$ cat src/rtl/act_seq_ctrl.sv
// act_seq_ctrl: command-driven sequencer that streams a contiguous block of signed elements
// from a source buffer through an activation unit (linear / ReLU) into a destination buffer.
//
// Ports:
//   clk, rst_n                  clock, asynchronous active-low reset
//   cmd_valid / cmd_ready       command handshake (ready only while idle)
//   cmd_select                  0 = linear, 1 = ReLU (captured on accept)
//   cmd_src, cmd_dst, cmd_len   first source/destination address, element count (0..2^ADDR_W)
//   rd_en, rd_addr, rd_data     source read port, data returns the cycle after rd_en
//   act_start, act_select,
//   act_buffer, act_result      activation unit interface (result valid the cycle after start)
//   wr_en, wr_addr, wr_data     destination write port, always accepted
//   busy, done                  command in progress, one-cycle completion pulse
//   neg_count                   negative inputs clipped by the last ReLU command
module act_seq_ctrl #(
  parameter int unsigned DATA_W = 16,
  parameter int unsigned ADDR_W = 8
) (
  input  logic              clk,
  input  logic              rst_n,
  input  logic              cmd_valid,
  output logic              cmd_ready,
  input  logic              cmd_select,
  input  logic [ADDR_W-1:0] cmd_src,
  input  logic [ADDR_W-1:0] cmd_dst,
  input  logic [ADDR_W:0]   cmd_len,
  output logic              rd_en,
  output logic [ADDR_W-1:0] rd_addr,
  input  logic [DATA_W-1:0] rd_data,
  output logic              act_start,
  output logic              act_select,
  output logic [DATA_W-1:0] act_buffer,
  input  logic [DATA_W-1:0] act_result,
  output logic              wr_en,
  output logic [ADDR_W-1:0] wr_addr,
  output logic [DATA_W-1:0] wr_data,
  output logic              busy,
  output logic              done,
  output logic [ADDR_W:0]   neg_count
);

  typedef enum logic [1:0] {StIdle, StRun, StDrain, StDone} state_e;

  state_e            state_q;
  logic [ADDR_W:0]   remain_q;   // reads still to issue after the current one
  logic [ADDR_W-1:0] wr_ptr_q;   // next destination address
  logic              sel_q;
  logic              cmd_ready_q;
  logic              busy_q;
  logic              done_q;
  logic              rd_en_q;
  logic [ADDR_W-1:0] rd_addr_q;
  logic              act_start_q;
  logic              wr_en_q;
  logic [ADDR_W-1:0] wr_addr_q;
  logic [ADDR_W:0]   neg_count_q;

  always_ff @(posedge clk or negedge rst_n) begin
    if (!rst_n) begin
      state_q     <= StIdle;
      remain_q    <= '0;
      wr_ptr_q    <= '0;
      sel_q       <= 1'b0;
      cmd_ready_q <= 1'b1;
      busy_q      <= 1'b0;
      done_q      <= 1'b0;
      rd_en_q     <= 1'b0;
      rd_addr_q   <= '0;
      act_start_q <= 1'b0;
      wr_en_q     <= 1'b0;
      wr_addr_q   <= '0;
      neg_count_q <= '0;
    end else begin
      // Fixed-latency pipeline: read -> activation start -> write.
      act_start_q <= rd_en_q;
      wr_en_q     <= act_start_q;
      if (act_start_q) begin
        wr_addr_q <= wr_ptr_q;
        wr_ptr_q  <= wr_ptr_q + ADDR_W'(1);
        if (sel_q && rd_data[DATA_W-1]) begin
          neg_count_q <= neg_count_q + (ADDR_W+1)'(1);
        end
      end

      unique case (state_q)
        StIdle: begin
          if (cmd_valid) begin
            sel_q       <= cmd_select;
            wr_ptr_q    <= cmd_dst;
            neg_count_q <= '0;
            cmd_ready_q <= 1'b0;
            busy_q      <= 1'b1;
            if (cmd_len == '0) begin
              state_q <= StDone;
              done_q  <= 1'b1;
            end else begin
              state_q   <= StRun;
              rd_en_q   <= 1'b1;
              rd_addr_q <= cmd_src;
              remain_q  <= cmd_len - (ADDR_W+1)'(1);
            end
          end
        end
        StRun: begin
          if (remain_q == '0) begin
            rd_en_q <= 1'b0;
            state_q <= StDrain;
          end else begin
            rd_addr_q <= rd_addr_q + ADDR_W'(1);
            remain_q  <= remain_q - (ADDR_W+1)'(1);
          end
        end
        StDrain: begin
          // With no activation start in flight, the current cycle carries the last write.
          if (!act_start_q) begin
            state_q <= StDone;
            done_q  <= 1'b1;
          end
        end
        StDone: begin
          done_q      <= 1'b0;
          busy_q      <= 1'b0;
          cmd_ready_q <= 1'b1;
          state_q     <= StIdle;
        end
        default: state_q <= StIdle;
      endcase
    end
  end

  assign cmd_ready  = cmd_ready_q;
  assign busy       = busy_q;
  assign done       = done_q;
  assign rd_en      = rd_en_q;
  assign rd_addr    = rd_addr_q;
  assign act_start  = act_start_q;
  assign act_select = sel_q;
  assign wr_en      = wr_en_q;
  assign wr_addr    = wr_addr_q;
  assign neg_count  = neg_count_q;

  // Data paths pass straight through; gating keeps them at zero outside their valid cycles.
  assign act_buffer = act_start_q ? rd_data : '0;
  assign wr_data    = wr_en_q ? act_result : '0;

endmodule
$ cat config.mk
export PLATFORM = sky130hd
export DESIGN_NAME = act_seq_ctrl
export DESIGN_NICKNAME = d
export VERILOG_FILES = /design/src/rtl/act_seq_ctrl.sv
export SDC_FILE = /design/constraint.sdc
export NUM_CORES = 1
export LEC_CHECK = 0
export BUFFER_PORTS_ARGS = -buffer_cell sky130_fd_sc_hd__buf_2
export CELL_PAD_IN_SITES_DETAIL_PLACEMENT = 1
export CELL_PAD_IN_SITES_GLOBAL_PLACEMENT = 2
export CORE_ASPECT_RATIO = 0.5
export CORE_MARGIN = 3
export CORE_UTILIZATION = 28
export DETAILED_ROUTE_END_ITERATION = 8
export PLACE_DENSITY_LB_ADDON = 0.1
export SETUP_SLACK_MARGIN = 0.5
export SYNTH_ARGS = -nofsm -noshare
export SYNTH_HDL_FRONTEND = slang
export SYNTH_SLANG_ARGS = --single-unit
$ cat constraint.sdc
create_clock -name clk -period 3.08 [get_ports clk]
set_input_delay 0.308 -clock clk [delete_from_list [all_inputs] [get_ports clk]]
set_output_delay 0.308 -clock clk [all_outputs]
set_load 0.005 [all_outputs]
==> results by group, run 1 <==
Clocking
  – Reg clk slew, reported paths: about 0.070 ns
  – Root buffer cell: clkbuf_16
  – Clock buffer depth: 2
  – Clk Latency, worst-skew pair: ~0.3 ns
  – TritonCTS clock tree: done
  – CTS Buf Count: 5
  – CTS H-Tree Depth: 2
  – Clock sinks: 51
  – # hold bufs at CTS: 0

Global route
  – Vias in the first global route: between 3,000 and 4,000
  – Met1 Use GR: 0.192
  – Busiest grt layer: met2
  – GRT met3 Usage: 0.0351
  – Met2 Use GR: 0.279
  – Antenna violations before repair: 0
  – GR Util All Layers: 0.154
  – Largest net degree at the start of global routing: 40
  – Grt total ovfl: 0
  – First-pass GRT wire length: between 15,000 and 20,000 um

Critical path
  – Worst reg-to-reg setup slack: around 0.77 ns
  – Slowest stage delay, CP: between 0.4 and 0.5 ns
  – Worst Setup End Kind: flop
  – Critical path fanouts, max: 11
  – Worst r2r src: state_q[1]
  – CP startpoint kind: flop
  – Worst-path cell chain: inv_1 > ha_1 > nand2_1 > a31oi_2 > nor2_1 > nor4b_1 > nor3_1
  – Worst r2r dst: rd_addr[6]
  – Reg2Reg Depth: 7
  – CP arrival: about 2.5 ns
  – Critical path class: reg -> reg
  – Slowest cell on the critical path: nor4b_1
  – CP required: 3.25 ns

Die
  – Die area: around 13,000 um^2
  – Starting Density: 0.299
  – Chip width: roughly 160 um
  – Boundary pin count: around 130
  – Core Box Area: roughly 11,000 um^2
  – Num rows: 26
  – Die Y: a little over 80 um

STA
  – Tmin final: between 2 and 2.5 ns
  – Unrepaired setup endpoints after global routing: no
  – Final period util: 0.751
  – Tightest Pin Transition: approximately 0.93 ns
  – Max Clk Rate: about 0.43 GHz
  – Final setup vio count: 0
  – Max_slew headroom: 0.380
  – Worst hold margin: 0.146 ns
  – Slew Limit Fails: 0
  – Final hold vios: 0
  – Layout Skew: between 0.007 and 0.008 ns
  – Setup TNS: 0 ns

Finish
  – Share of layout cells above drive strength 1: 0.354
  – Ant diodes: 0
  – Area growth syn-to-layout: 29.3%
  – Layout Nets: 530

Route
  – Vias per inst: approximately 5
  – DR iter-0 viols: 76
  – Routed vias: 2,948
  – Antenna-violating nets left: 0
  – Drt first pass iters: 4
  – Drt drc: 0
  – WL/cell: about 16 um
  – Routed WL: between 9000 and 10,000 um

Synthesis
  – Post-Synthesis Net Count: ~410
  – Top FF cell, synth: dfrtp_1
  – Unique masters post-synth: 55
  – Async SR Flop Fraction: 1.00
  – Avg Inst Size Synth: between 9 and 10 um^2
  – Post-synth EDFFs: 0
  – Syn. warnings: 0
  – Register area share after synthesis: 0.403
  – Seq cells post-synth: between 50 and 60
  – Mapped Cells: roughly 340
  – Synth Cell Area: ~3200 um^2

Placed design
  – Port Buffers: approximately 120
  – Hpwl dp: between 7000 and 8000 um
  – Routability cong.: 0.765

Outcome
  – Status: finished clean

Power
  – P_leak: between 1.5 and 2 nW
  – Power Density: approximately 840 nW/um^2
  – Total power: around 3.4 mW
  – Peak supply drop: approximately 0.00030 V

Job
  – Max Cap Viol: 0

Min path
  – Hold crit path type: in -> async
metrics by stage:
step / instances / util / cell area, um^2 / worst slack (ns)
2_1_floorplan: 341 / - / 3170 / 0.506
3_3_place_gp: 593 / 0.370 / 3920 / 0.602
3_5_place_dp: 593 / 0.370 / 3920 / 0.469
4_1_cts: 601 / 0.386 / 4090 / 0.615
5_1_grt: 601 / 0.387 / 4100 / 0.551
6_report: 601 / 0.387 / 4100 / 0.766
Yosys cell counts, types with 6 or more instances:
cell	instances	area (um^2)
dfrtp_1	50	1250
and2_1	34	213
nand2_1	33	124
nor2_1	32	120
o21ai_0	21	105
a21oi_1	15	75.1
xor2_1	11	96.3
mux2i_1	10	100
ha_1	9	113
inv_1	9	33.8
xnor2_1	9	78.8
clkbuf_1	8	30.0
mux2_2	8	90.1
nand4_1	7	43.8
nor3_1	7	35.0
buf_2	6	30.0
registers in the layout, indices dropped and copies added, names as in the netlist:
signal	cells
act_select	1
act_start	1
busy	1
cmd_ready	1
done	1
neg_count	9
rd_addr	8
rd_en	1
remain_q	9
state_q	2
wr_addr	8
wr_en	1
wr_ptr_q	8
worst max-delay path: cells and delay by family, from the launching register on:
| kind | cells | cell delay, ns |
|---|---|---|
| and+or+nand+nor | 4 | 0.94 |
| DFF | 1 | 0.40 |
| adders and majority gates | 1 | 0.37 |
| AOI/OAI and AO/OA | 1 | 0.31 |
| buffers and inverters | 1 | 0.16 |
cells by family (layout without fill, tap and decap cells):
group                      Yosys count  in the layout  share of synthesized area
AOI/OAI and AO/OA                   71             71                      0.157
xor gates and xnor gates            20             20                     0.0552
adders and majority gates            9              9                     0.0355
buffers and inverters               27            147                     0.0391
DFF                                 51             51                      0.403
muxes                               19             19                     0.0635
and+or+nand+nor                    144            144                      0.247
cell usage in the layout, fill, tap and decap left out, drive strengths merged, types with 9 or more instances in the layout:
cell type,Yosys,final
ha,9,9
nor2,32,32
and2,34,34
inv,9,9
o21ai,23,23
a21oi,15,15
mux2i,10,10
xnor2,9,9
mux2,9,9
dfrtp,50,50
buf,10,130
nand2,33,33
nor3,9,9
xor2,11,11
routing by layer:
layer | vias to the layer above | routed length [um]
li1 | 1430 | -
met1 | 1438 | 4500
met2 | 72 | 4800
met3 | 8 | 507
met4 | 0 | 69
met5 | - | 0
where the power goes:
part | internal (mW) | leakage [nW] | switching (mW)
sequential | 0.948 | 0.605 | 0.278
combinational | 0.711 | 1.19 | 0.860
clock | 0.384 | 0.0771 | 0.256
cell type report:
cell class                      count  area (um^2)
Tap cell                          140          175
Multi-Input combinational cell    263         1780
Clock buffer                        6          129
Inverter                            9         33.8
Fill cell                        1270         6500
Clock inverter                      2         37.5
Timing Repair Buffer              130          666
Sequential cell                    51         1280
worst max-delay path by stage:
| stage | from | end | depth (start not counted) | slack (ns) |
|---|---|---|---|---|
| floorplan | state_q[1] | remain_q[6] | 11 | 0.51 |
| global placement | state_q[1] | remain_q[6] | 8 | 0.60 |
| detailed placement | state_q[1] | remain_q[6] | 8 | 0.47 |
| CTS | state_q[1] | remain_q[7] | 7 | 0.62 |
| global route | state_q[1] | rd_addr[6] | 7 | 0.55 |
| finish | state_q[1] | rd_addr[6] | 7 | 0.77 |
what timing repair did:
action | in CTS | in global routing
resized for setup | 1 | 2
buffers inserted | 0 | 0
setup endpoints to repair | 4 | 9
(Power assumes the default switching activity.)
==> run 2, diff against run 1 <==
--- a/config.mk
+++ b/config.mk
@@ -5,12 +5,13 @@
 export SDC_FILE = /design/constraint.sdc
 export NUM_CORES = 1
 export LEC_CHECK = 0
+export ABC_AREA = 1
 export BUFFER_PORTS_ARGS = -buffer_cell sky130_fd_sc_hd__buf_2
 export CELL_PAD_IN_SITES_DETAIL_PLACEMENT = 1
 export CELL_PAD_IN_SITES_GLOBAL_PLACEMENT = 2
 export CORE_ASPECT_RATIO = 0.5
 export CORE_MARGIN = 3
-export CORE_UTILIZATION = 28
+export CORE_UTILIZATION = 26
 export DETAILED_ROUTE_END_ITERATION = 8
 export PLACE_DENSITY_LB_ADDON = 0.1
 export SETUP_SLACK_MARGIN = 0.5
==> constraint.sdc (replaced) <==
create_clock -name clk -period 2.42 [get_ports clk]
set_input_delay 0.242 -clock clk [delete_from_list [all_inputs] [get_ports clk]]
set_output_delay 0.242 -clock clk [all_outputs]
set_load 0.005 [all_outputs]
==> run 2 against run 1 <==
Power increased by 54%. Combinational power increased by 83%. Critical path type unchanged. Routed wire length increased by 6.9%. Clock power increased by 14%. Highest routed layer unchanged. Sequential power increased by 36%.
==> results by group, run 2 <==
Power
  – P_leak: around 2.6 nW
  – Total power: approximately 5.3 mW
  – Peak supply drop: ~0.00034 V
  – Power Density: about 1200 nW/um^2

Route
  – Routed vias: 3,441
  – Antenna-violating nets left: 0
  – Drt drc: 0
  – WL/cell: around 13 um
  – DR iter-0 viols: 94
  – Routed WL: ~11,000 um
  – Drt first pass iters: 4
  – Vias per inst: ~4.3

Clocking
  – Reg clk slew, reported paths: about 0.070 ns
  – Clock sinks: roughly 50
  – TritonCTS clock tree: done
  – Clk Latency, worst-skew pair: around 0.30 ns
  – CTS H-Tree Depth: 2
  – Clock buffer depth: 2
  – CTS Buf Count: 5
  – Root buffer cell: clkbuf_16

Global route
  – First-pass GRT wire length: 17,700 um
  – Grt total ovfl: 0
  – Vias in the first global route: 3,483
  – Antenna violations before repair: 0
  – GR Util All Layers: 0.152
  – Largest net degree at the start of global routing: 30

Synthesis
  – Post-synth top area share: 0.373
  – Async SR Flop Fraction: 1.00
  – Mapped Cells: about 500
  – Commonest cells post-synth: nand2_1 (219), inv_1 (75), dfrtp_1 (50), nor2_1 (34), nand3_1 (24)
  – Adder-Cell Fraction of Synth Area: 0.0336
  – Top FF cell, synth: dfrtp_1
  – Post-synthesis xor/xnor area fraction: 0.0131
  – Syn. warnings: 0
  – Synth Cell Area: between 3000 and 4000 um^2
  – Avg Inst Size Synth: ~6.6 um^2
  – Post-synth EDFFs: 0
  – Synth Area in Compound Gates: 0.0594
  – Largest family of logic cells by synthesized area: simple AND/OR/NAND/NOR gates
  – Unique masters post-synth: 33
  – Post-Synth Simple-Gate Area: 0.396
  – Yosys top cell by area: dfrtp_1
  – Mux contribution to synthesized area: 0
  – Seq cells post-synth: 51
  – Post-Synthesis Net Count: 575
  – Count leader, synth: nand2_1
  – Largest cells by area after synthesis: dfrtp_1 (37%), nand2_1 (25%), inv_1 (8.4%)
  – Register area share after synthesis: 0.381

STA
  – Max Clk Rate: about 0.56 GHz
  – Setup TNS: 0 ns
  – Slew Limit Fails: 0
  – Layout Skew: approximately 0.0046 ns
  – Unrepaired setup endpoints after global routing: yes
  – Final period util: 0.739
  – Final setup vio count: 0
  – Max_slew headroom: 0.594
  – Final hold vios: 0
  – Tightest Pin Transition: approximately 0.6 ns
  – Tmin final: ~1.8 ns

Finish
  – Area growth syn-to-layout: 30.0%
  – Util after Layout: 0.357
  – Filler instances: around 1,600
  – Layout Nets: approximately 700
  – Ant diodes: 0
  – Final Non-Filler Cells: just under 800
  – Share of layout cells above drive strength 1: 0.279
  – Most common cell after layout, fill and taps aside: nand2_1
  – Most frequent cells in the layout: nand2_1 (219), buf_2 (124), inv_1 (73)

Critical path
  – Worst-path cell chain: ha_4 > inv_4 > nand2_1 > nand2_1 > ha_4 > nand3_4 > nor2_4 > nand3_1 > nand2_1 > nand2_1 > nand2_1 > nand2_1
  – Critical path fanouts, max: 12
  – Worst Setup End Kind: flop
  – CP required: around 2.6 ns
  – CP startpoint kind: flop
  – Crit-path most repeated cell: nand2_1
  – Slowest cell on the critical path: dfrtp_1
  – Slowest stage delay, CP: roughly 0.44 ns
  – Critical path class: reg -> reg
  – CP arrival: a little under 2 ns

Die
  – Die area: approximately 14,000 um^2
  – Core Box Area: approximately 12,000 um^2
  – Boundary pin count: approximately 130
  – Starting Density: 0.275
  – Chip width: 167 um
  – Die Y: 86.3 um
  – Num rows: 28

Placed design
  – Port Buffers: between 100 and 150
  – Hpwl dp: between 7000 and 8000 um
  – Post-Place Cells: 784
  – Routability cong.: between 0.7 and 0.8

Outcome
  – Status: finished clean

Job
  – Max Cap Viol: 0

Min path
  – Hold crit path type: in -> reg
run 2: path summary, 6_finish.rpt:
path                       startpoint     endpoint  slack, ns  cells after the start
setup / recovery           state_q[0]  remain_q[8]       0.63                     12
hold / removal             cmd_select   act_select       0.14                      3
setup reg to reg           state_q[0]  remain_q[8]       0.63                     12
hold reg to reg                 rd_en    act_start       0.40                      0
max in group asynchronous       rst_n    cmd_ready       1.28                      3
min in group asynchronous       rst_n   wr_addr[6]       0.49                      2
run 2: worst max-delay path: cells and delay by family, from the launching register on:
| kind | cells | cell delay, ns |
|---|---|---|
| simple gates | 9 | 0.71 |
| flops | 1 | 0.44 |
| fa+ha+maj | 2 | 0.39 |
| buf+inv | 1 | 0.14 |
run 2: logic make-up after synthesis:
family	count (synthesis)
AO/OA/AOI/OAI	35
XOR/XNOR	5
adder cells (fa/ha/maj)	9
buffers and inverters	92
flip-flops	51
AND/OR/NAND/NOR	313
run 2: area by class of cell:
type                    instances  area, um^2  area share
repair buffers                132         703       0.161
clock buffers                   5         125      0.0287
inverters                      77         292      0.0669
flip-flops and latches         51        1280       0.293
well taps                     165         206      0.0474
clock inverters                 3        18.8     0.00431
multi-input cells             362        1730       0.398
run 2: metal layers:
layer	GRT usage	routed length (um)	vias to the layer above	share of wire
met2	0.250	4560	98	0.43
li1	-	-	1766	-
met4	0.0292	83	0	0.0079
met5	0	0	-	0
met3	0.0337	592	6	0.056
met1	0.209	5310	1571	0.50
run 2: report_power, final:
part | internal [mW] | switching [mW] | total [mW]
sequential | 1.25 | 0.423 | 1.67
combinational | 1.12 | 1.76 | 2.88
clock | 0.385 | 0.347 | 0.732
run 2: timing repair:
item                                    CTS  global route
setup buffers                             0             2
resized for setup                         4             9
pin swaps                                 0             1
endpoints found under the setup margin    7            18
cloned                                    0             0
hold buffers                              1             0
hold endpoints to repair                 22             0
run 2: stage by stage:
step           hold slack [ns]  setup WS (ns)  area [um^2]
2_1_floorplan          -0.0536          0.645         3350
3_3_place_gp             0.291          0.424         4130
3_5_place_dp             0.298          0.306         4130
4_1_cts                  0.133          0.500         4300
5_1_grt                  0.156          0.464         4360
6_report                 0.142          0.632         4360
